$ cat src/rtl/wb_arbiter2.sv
// wb_arbiter2: two-master Wishbone B3 arbiter with round-robin fairness and cycle locking.
// Define WB_ARB_TIMEOUT_EN to add a watchdog that errors out a stalled slave transfer.
module wb_arbiter2 #(
  parameter int unsigned ADDR_WIDTH = 32,
  parameter int unsigned DATA_WIDTH = 32,
  parameter int unsigned TGA_WIDTH  = 2,
  parameter int unsigned TGC_WIDTH  = 3,
  parameter int unsigned TIMEOUT    = 255,
  localparam int unsigned SEL_WIDTH = DATA_WIDTH / 8
) (
  input  logic                  clock,
  input  logic                  reset,
  // master 0
  input  logic                  m0_cyc_i,
  input  logic                  m0_stb_i,
  input  logic                  m0_we_i,
  input  logic [ADDR_WIDTH-1:0] m0_adr_i,
  input  logic [DATA_WIDTH-1:0] m0_dat_i,
  input  logic [SEL_WIDTH-1:0]  m0_sel_i,
  input  logic [TGA_WIDTH-1:0]  m0_tga_i,
  input  logic [TGC_WIDTH-1:0]  m0_tgc_i,
  output logic [DATA_WIDTH-1:0] m0_dat_o,
  output logic                  m0_ack_o,
  output logic                  m0_err_o,
  output logic                  m0_rty_o,
  // master 1
  input  logic                  m1_cyc_i,
  input  logic                  m1_stb_i,
  input  logic                  m1_we_i,
  input  logic [ADDR_WIDTH-1:0] m1_adr_i,
  input  logic [DATA_WIDTH-1:0] m1_dat_i,
  input  logic [SEL_WIDTH-1:0]  m1_sel_i,
  input  logic [TGA_WIDTH-1:0]  m1_tga_i,
  input  logic [TGC_WIDTH-1:0]  m1_tgc_i,
  output logic [DATA_WIDTH-1:0] m1_dat_o,
  output logic                  m1_ack_o,
  output logic                  m1_err_o,
  output logic                  m1_rty_o,
  // slave
  output logic                  s_cyc_o,
  output logic                  s_stb_o,
  output logic                  s_we_o,
  output logic [ADDR_WIDTH-1:0] s_adr_o,
  output logic [DATA_WIDTH-1:0] s_dat_o,
  output logic [SEL_WIDTH-1:0]  s_sel_o,
  output logic [TGA_WIDTH-1:0]  s_tga_o,
  output logic [TGC_WIDTH-1:0]  s_tgc_o,
  input  logic [DATA_WIDTH-1:0] s_dat_i,
  input  logic                  s_ack_i,
  input  logic                  s_err_i,
  input  logic                  s_rty_i,
  output logic [1:0]            gnt_o
);

  typedef enum logic [1:0] {
    ST_IDLE = 2'd0,
    ST_GNT0 = 2'd1,
    ST_GNT1 = 2'd2
  } state_e;

  state_e state;
  logic   last;
  logic   stb_mux_c;
  logic   timeout_c;
  logic   term_en_c;

  if (TIMEOUT < 1) begin : g_bad_timeout
    $error("wb_arbiter2: TIMEOUT must be at least 1");
  end

  // Grant FSM: contested idle requests go to the master not granted last; owner keeps
  // the bus until it drops cyc, then the other master takes over on the next edge.
  always_ff @(posedge clock) begin
    if (reset) begin
      state <= ST_IDLE;
      last  <= 1'b1;
      gnt_o <= 2'b00;
    end else begin
      case (state)
        ST_IDLE: begin
          if (m0_cyc_i && (!m1_cyc_i || last)) begin
            state <= ST_GNT0;
            last  <= 1'b0;
            gnt_o <= 2'b01;
          end else if (m1_cyc_i) begin
            state <= ST_GNT1;
            last  <= 1'b1;
            gnt_o <= 2'b10;
          end
        end
        ST_GNT0: begin
          if (!m0_cyc_i) begin
            if (m1_cyc_i) begin
              state <= ST_GNT1;
              last  <= 1'b1;
              gnt_o <= 2'b10;
            end else begin
              state <= ST_IDLE;
              gnt_o <= 2'b00;
            end
          end
        end
        ST_GNT1: begin
          if (!m1_cyc_i) begin
            if (m0_cyc_i) begin
              state <= ST_GNT0;
              last  <= 1'b0;
              gnt_o <= 2'b01;
            end else begin
              state <= ST_IDLE;
              gnt_o <= 2'b00;
            end
          end
        end
        default: begin
          state <= ST_IDLE;
          gnt_o <= 2'b00;
        end
      endcase
    end
  end

  // Slave-side request mux, all zero while idle
  always_comb begin
    s_cyc_o   = 1'b0;
    stb_mux_c = 1'b0;
    s_we_o    = 1'b0;
    s_adr_o   = '0;
    s_dat_o   = '0;
    s_sel_o   = '0;
    s_tga_o   = '0;
    s_tgc_o   = '0;
    case (state)
      ST_GNT0: begin
        s_cyc_o   = m0_cyc_i;
        stb_mux_c = m0_stb_i;
        s_we_o    = m0_we_i;
        s_adr_o   = m0_adr_i;
        s_dat_o   = m0_dat_i;
        s_sel_o   = m0_sel_i;
        s_tga_o   = m0_tga_i;
        s_tgc_o   = m0_tgc_i;
      end
      ST_GNT1: begin
        s_cyc_o   = m1_cyc_i;
        stb_mux_c = m1_stb_i;
        s_we_o    = m1_we_i;
        s_adr_o   = m1_adr_i;
        s_dat_o   = m1_dat_i;
        s_sel_o   = m1_sel_i;
        s_tga_o   = m1_tga_i;
        s_tgc_o   = m1_tgc_i;
      end
      default: ;
    endcase
  end

  assign s_stb_o = stb_mux_c && !timeout_c;

  // Terminations reach only the owner; anything arriving during reset is dropped.
  assign term_en_c = !reset;
  assign m0_ack_o  = (state == ST_GNT0) && term_en_c && s_ack_i;
  assign m0_err_o  = (state == ST_GNT0) && term_en_c && (s_err_i || timeout_c);
  assign m0_rty_o  = (state == ST_GNT0) && term_en_c && s_rty_i;
  assign m1_ack_o  = (state == ST_GNT1) && term_en_c && s_ack_i;
  assign m1_err_o  = (state == ST_GNT1) && term_en_c && (s_err_i || timeout_c);
  assign m1_rty_o  = (state == ST_GNT1) && term_en_c && s_rty_i;

  assign m0_dat_o = s_dat_i;
  assign m1_dat_o = s_dat_i;

`ifdef WB_ARB_TIMEOUT_EN
  localparam int unsigned CNT_WIDTH = $clog2(TIMEOUT + 1);

  logic [CNT_WIDTH-1:0] wdog_cnt;

  // Counts stalled strobe cycles of the owner; a grant entry always follows a cycle
  // with the owner's cyc low (or idle), so clearing there covers the entry case.
  always_ff @(posedge clock) begin
    if (reset) begin
      wdog_cnt <= '0;
    end else if (!s_cyc_o || timeout_c || s_ack_i || s_err_i || s_rty_i) begin
      wdog_cnt <= '0;
    end else if (stb_mux_c) begin
      wdog_cnt <= wdog_cnt + CNT_WIDTH'(1);
    end
  end

  assign timeout_c = (wdog_cnt == CNT_WIDTH'(TIMEOUT));
`else
  assign timeout_c = 1'b0;
`endif

endmodule

$ cat config.mk
export PLATFORM = sky130hd
export DESIGN_NAME = wb_arbiter2
export DESIGN_NICKNAME = d
export VERILOG_FILES = /design/src/rtl/wb_arbiter2.sv
export SDC_FILE = /design/constraint.sdc
export NUM_CORES = 1
export LEC_CHECK = 0
export ABC_AREA = 1
export BUFFER_PORTS_ARGS = -buffer_cell sky130_fd_sc_hd__buf_2
export CAP_MARGIN = 0
export CORE_AREA = 2 2 132 134
export CTS_CLUSTER_DIAMETER = 80
export DETAILED_ROUTE_END_ITERATION = 6
export DIE_AREA = 0 0 134 136
export PLACE_DENSITY_LB_ADDON = 0.3
export SLEW_MARGIN = 20
export SYNTH_ARGS = -nofsm -noshare
export SYNTH_HDL_FRONTEND = slang
export SYNTH_SLANG_ARGS = --single-unit
$ cat constraint.sdc
create_clock -name clock -period 3.6 [get_ports clock]
set_input_delay 0.72 -clock clock [delete_from_list [all_inputs] [get_ports clock]]
set_output_delay 0.72 -clock clock [all_outputs]
set_load 0.05 [all_outputs]
Word level (Yosys, flattened, before mapping)
Index checks and enable logic that the tools add are counted.

storage, ports and cells
  output and inout bits = 148
  input port bits = 189
  word-level logic and storage cells = 45
  bits in registers = 3

operators by class
  reductions and logical operators = 16
  eq/ne operators = 6
  muxes and demuxes = 21

operators with widths
  operator            number
  $pmux 32 s2         2
  $mux 2              5
  $logic_and 1x1->1   9
  $pmux 4 s2          1
  $mux 1              6
  $ne 2x2->1 const B  3
  $pmux 1 s2          3
  $pmux 2 s3          1
  $pmux 3 s2          1
  $pmux 2 s2          1
  $reduce_and 4->1    1
  $ne 3x3->1 const B  1
  $pmux 1 s3          1
  $reduce_and 3->1    1
  $reduce_bool 3->1   1
  $eq 2x1->1 const B  1
  $eq 2x2->1 const B  1
  $logic_not 1->1     2
  $logic_not 2->1     1
  $logic_or 1x1->1    1

Longest topological paths before layout
  word-level depth = 5
  mapped depth = 9
  mapped depth without buffers = 8

Least setup slack after synthesis
OpenSTA, ideal clock, no wires.

  path kind = register -> output
  start point = reg state[0]
  end point = out s_adr_o[0]
  path slack = 582 ps
  arrival time = 2298 ps
  cell stages (with the launch flop) = 7
  buffers on the path = 2
  required time = 2880 ps
  cells stage by stage = dfxtp_1 -> inv_1 -> ha_1 -> inv_2 -> buf_2 -> buf_2 -> a21oi_1

between the ends
  cells in the longest elaborated chain, start to end = 2
  elaborated cells on any way between the ends = 3
  classes of those cells = 2 x eq/ne; 1 x mux

RTL lines
  item                                      RTL line  RTL
  start: declaration                        61        state_e state;
  start signal: assignment                  75        state <= ST_IDLE;
  start signal: assignment                  82        state <= ST_GNT0;
  start signal: assignment                  86        state <= ST_GNT1;
  $eq 2x2->1 or $eq 2x1->1 (tied branches)  133       case (state)
  $pmux 32 s2 *                             133
  end: declaration                          43        output logic [ADDR_WIDTH-1:0] s_adr_o,

Mark *: on every way between the ends. The rest lies on a longest branch, timed or not.

Final worst setup path
  start point = reg state[0]
  end point = out s_dat_o[11]

between the ends
  cells in the longest elaborated chain, start to end = 2
  elaborated cells on any way between the ends = 3
  classes of those cells = 2 x eq/ne; 1 x mux

RTL lines
  item                                      RTL line  RTL
  $eq 2x2->1 or $eq 2x1->1 (tied branches)  133
  $pmux 32 s2 *                             133
  end: declaration                          44        output logic [DATA_WIDTH-1:0] s_dat_o,

Marks and branches as above.

==> out/summary.txt <==
Mapped Avg Cell Area: 5.159 um^2
Initial core utilization: 11.43%
Final Instance Count excl. Fillers: 758
LEAKAGE: 1.525 nW
Die Span Y: 136 um
Setup TNS: 0 ps
Max cap viols: 0
DRT Pass-1 Iters: 4
Antenna diodes: 0
GRT overflow: 0
Synth warnings: 0
Hold Path Class: reg -> reg
Area grow syn2layout: 51.30%
Hold Fails Final Rpt: 0
Die X: 134 um
Seq/Total Area, Yosys: 3.113%
Vias: 2749
Initial antenna violation count: 0
Status: completed
Core ar.: 16880 um^2
CTS tree: built
Final HPWL DP: 6583 um
Routed WL: 8441 um
Cell Rows: 48
Most common cell after layout, fill and taps aside: buf_2
Distinct cells, synth: 16
Final Wtd Congestion: 0.7203
Peak supply drop: 0.4047 mV
Post-Syn Instances: 374
Via-to-Cell Ratio: 3.627
Final #Nets: 728
First-pass GRT wire length: 12100 um
# clock sinks: 3
Netlist Area Pre-Place: 1929 um^2
Mapped Nets: 568
DR DRC count: 0
Worst Path Arrival: 2170 ps
Worst Setup Path Type: reg -> out
Max_slew headroom: 57.70%
Post-CTS Setup Inserts: 0
Crit path required time: 2880 ps
Crit share post-route: 80.22%
Post-Route Skew: 1.194 ps
PD cells: 573.1 nW/um^2
Period minus WS final: 2888 ps
CTS Buf Count: 3
Post-synth top area share: 32.30%
F_max: 0.3463 GHz
CTS max path bufs: 2
Clk slew on worst S/H paths: 30 ps
H-tree depth: 1
Core Util, Final: 17.30%
WHS: 509.6 ps
Worst Reg-to-Reg Cells: 8
Final setup vio count: 0
Root buffer cell: clkbuf_16
Crit Path Max Fanout: 47
GRT Overall Usage: 8.040%
Slew @ Worst Pin: 634.4 ps
DR WL/cell: 11.14 um
Final ANT Viol Nets: 0
Most frequent cells in the layout: buf_2, nand2_1, a21oi_1
Die area: 18220 um^2
Vias in the first global route: 2544
Main area contributors after synthesis: nand2_1, buf_4, a21oi_1, ha_1, dfxtp_1
FF+latch count, synth: 3
WHS Path Cells: 2
Leading area contributor after synthesis: nand2_1
Worst Setup End Kind: primary output
Number of buffers added on ports: 240
Fillers: 1989
Fraction of layout cells with a size suffix above 1: 47.84%
Worst-Skew Late Latency: 230 ps
Fin. max-slew vios: 0
PnR Total Power: 1.673 mW
Critical Path Start Type: flop
IO Pins: 337
Dpl cells: 754
PostCTS Resize Cnt: 0
# hold bufs at CTS: 0
RSZ-0062 raised after global routing: no
Largest net degree at the start of global routing: 81
Initial DRC Count: 100
==> critical path: stages (launching register included) <==
cell and delay, ps:
dfxtp_1 340, inv_1 120, ha_2 610, buf_12 300
nand2_1 80, a21oi_1 160, buf_2 290
==> worst paths after layout <==
kind,startpoint,end,slack [ps]
hold reg to reg,last,last,510
hold / removal,last,last,510
setup reg to reg,state[0],last,1650
setup / recovery,state[0],s_dat_o[11],710
==> logic make-up (layout without fill, tap and decap cells) <==
group                    count (synthesis)  after routing  share of synthesized area, %
buffers and inverters                  102            261                         35.93
AO/OA/AOI/OAI                           79             79                         20.62
flip-flops                               3              3                         3.113
adder cells (fa/ha/maj)                  5              5                         3.243
AND/OR/NAND/NOR                        185            185                         37.09
==> cells in the mapped netlist (all sizes together) <==
master	n
a22oi	1
inv	13
ha	5
nor2	11
a21oi	78
buf	86
nand2	167
dfxtp	3
nand3	7
clkbuf	3
==> power breakdown <==
part | internal (mW) | switching [mW] | leakage (nW)
clock | 0.147 | 0.0353 | 0.0382
sequential | 0.0454 | 0.0145 | 0.0249
combinational | 0.352 | 1.08 | 1.46
==> registers in the layout (all words and copies together), names as in the netlist <==
register  flops
last          1
state         2
==> final cells by class <==
| type | count | area, um^2 | share of cell area, % |
|---|---|---|---|
| Timing Repair Buffer | 244 | 1269 | 43.46 |
| Tap cell | 225 | 281.5 | 9.644 |
| Inverter | 13 | 48.80 | 1.672 |
| Sequential cell | 3 | 60.06 | 2.057 |
| Multi-Input combinational cell | 269 | 1181 | 40.46 |
| Clock buffer | 4 | 78.83 | 2.700 |
==> routing by layer <==
metal	routed length [um]	global-route usage, %	vias to the layer above	share of wire, %
met4	224	2.896	0	2.7
met5	0	0	-	0
li1	-	-	1428	-
met2	4154	15.21	153	49
met3	828	2.125	31	9.8
met1	3234	8.549	1137	38
==> metrics by stage <==
step,area [um^2],setup slack (ps)
6_report,2919,712.1
3_3_place_gp,2840,905.1
2_1_floorplan,1929,582.0
5_1_grt,2919,502.0
4_1_cts,2919,636.4
3_5_place_dp,2840,887.4
(Power assumes the default switching activity.)
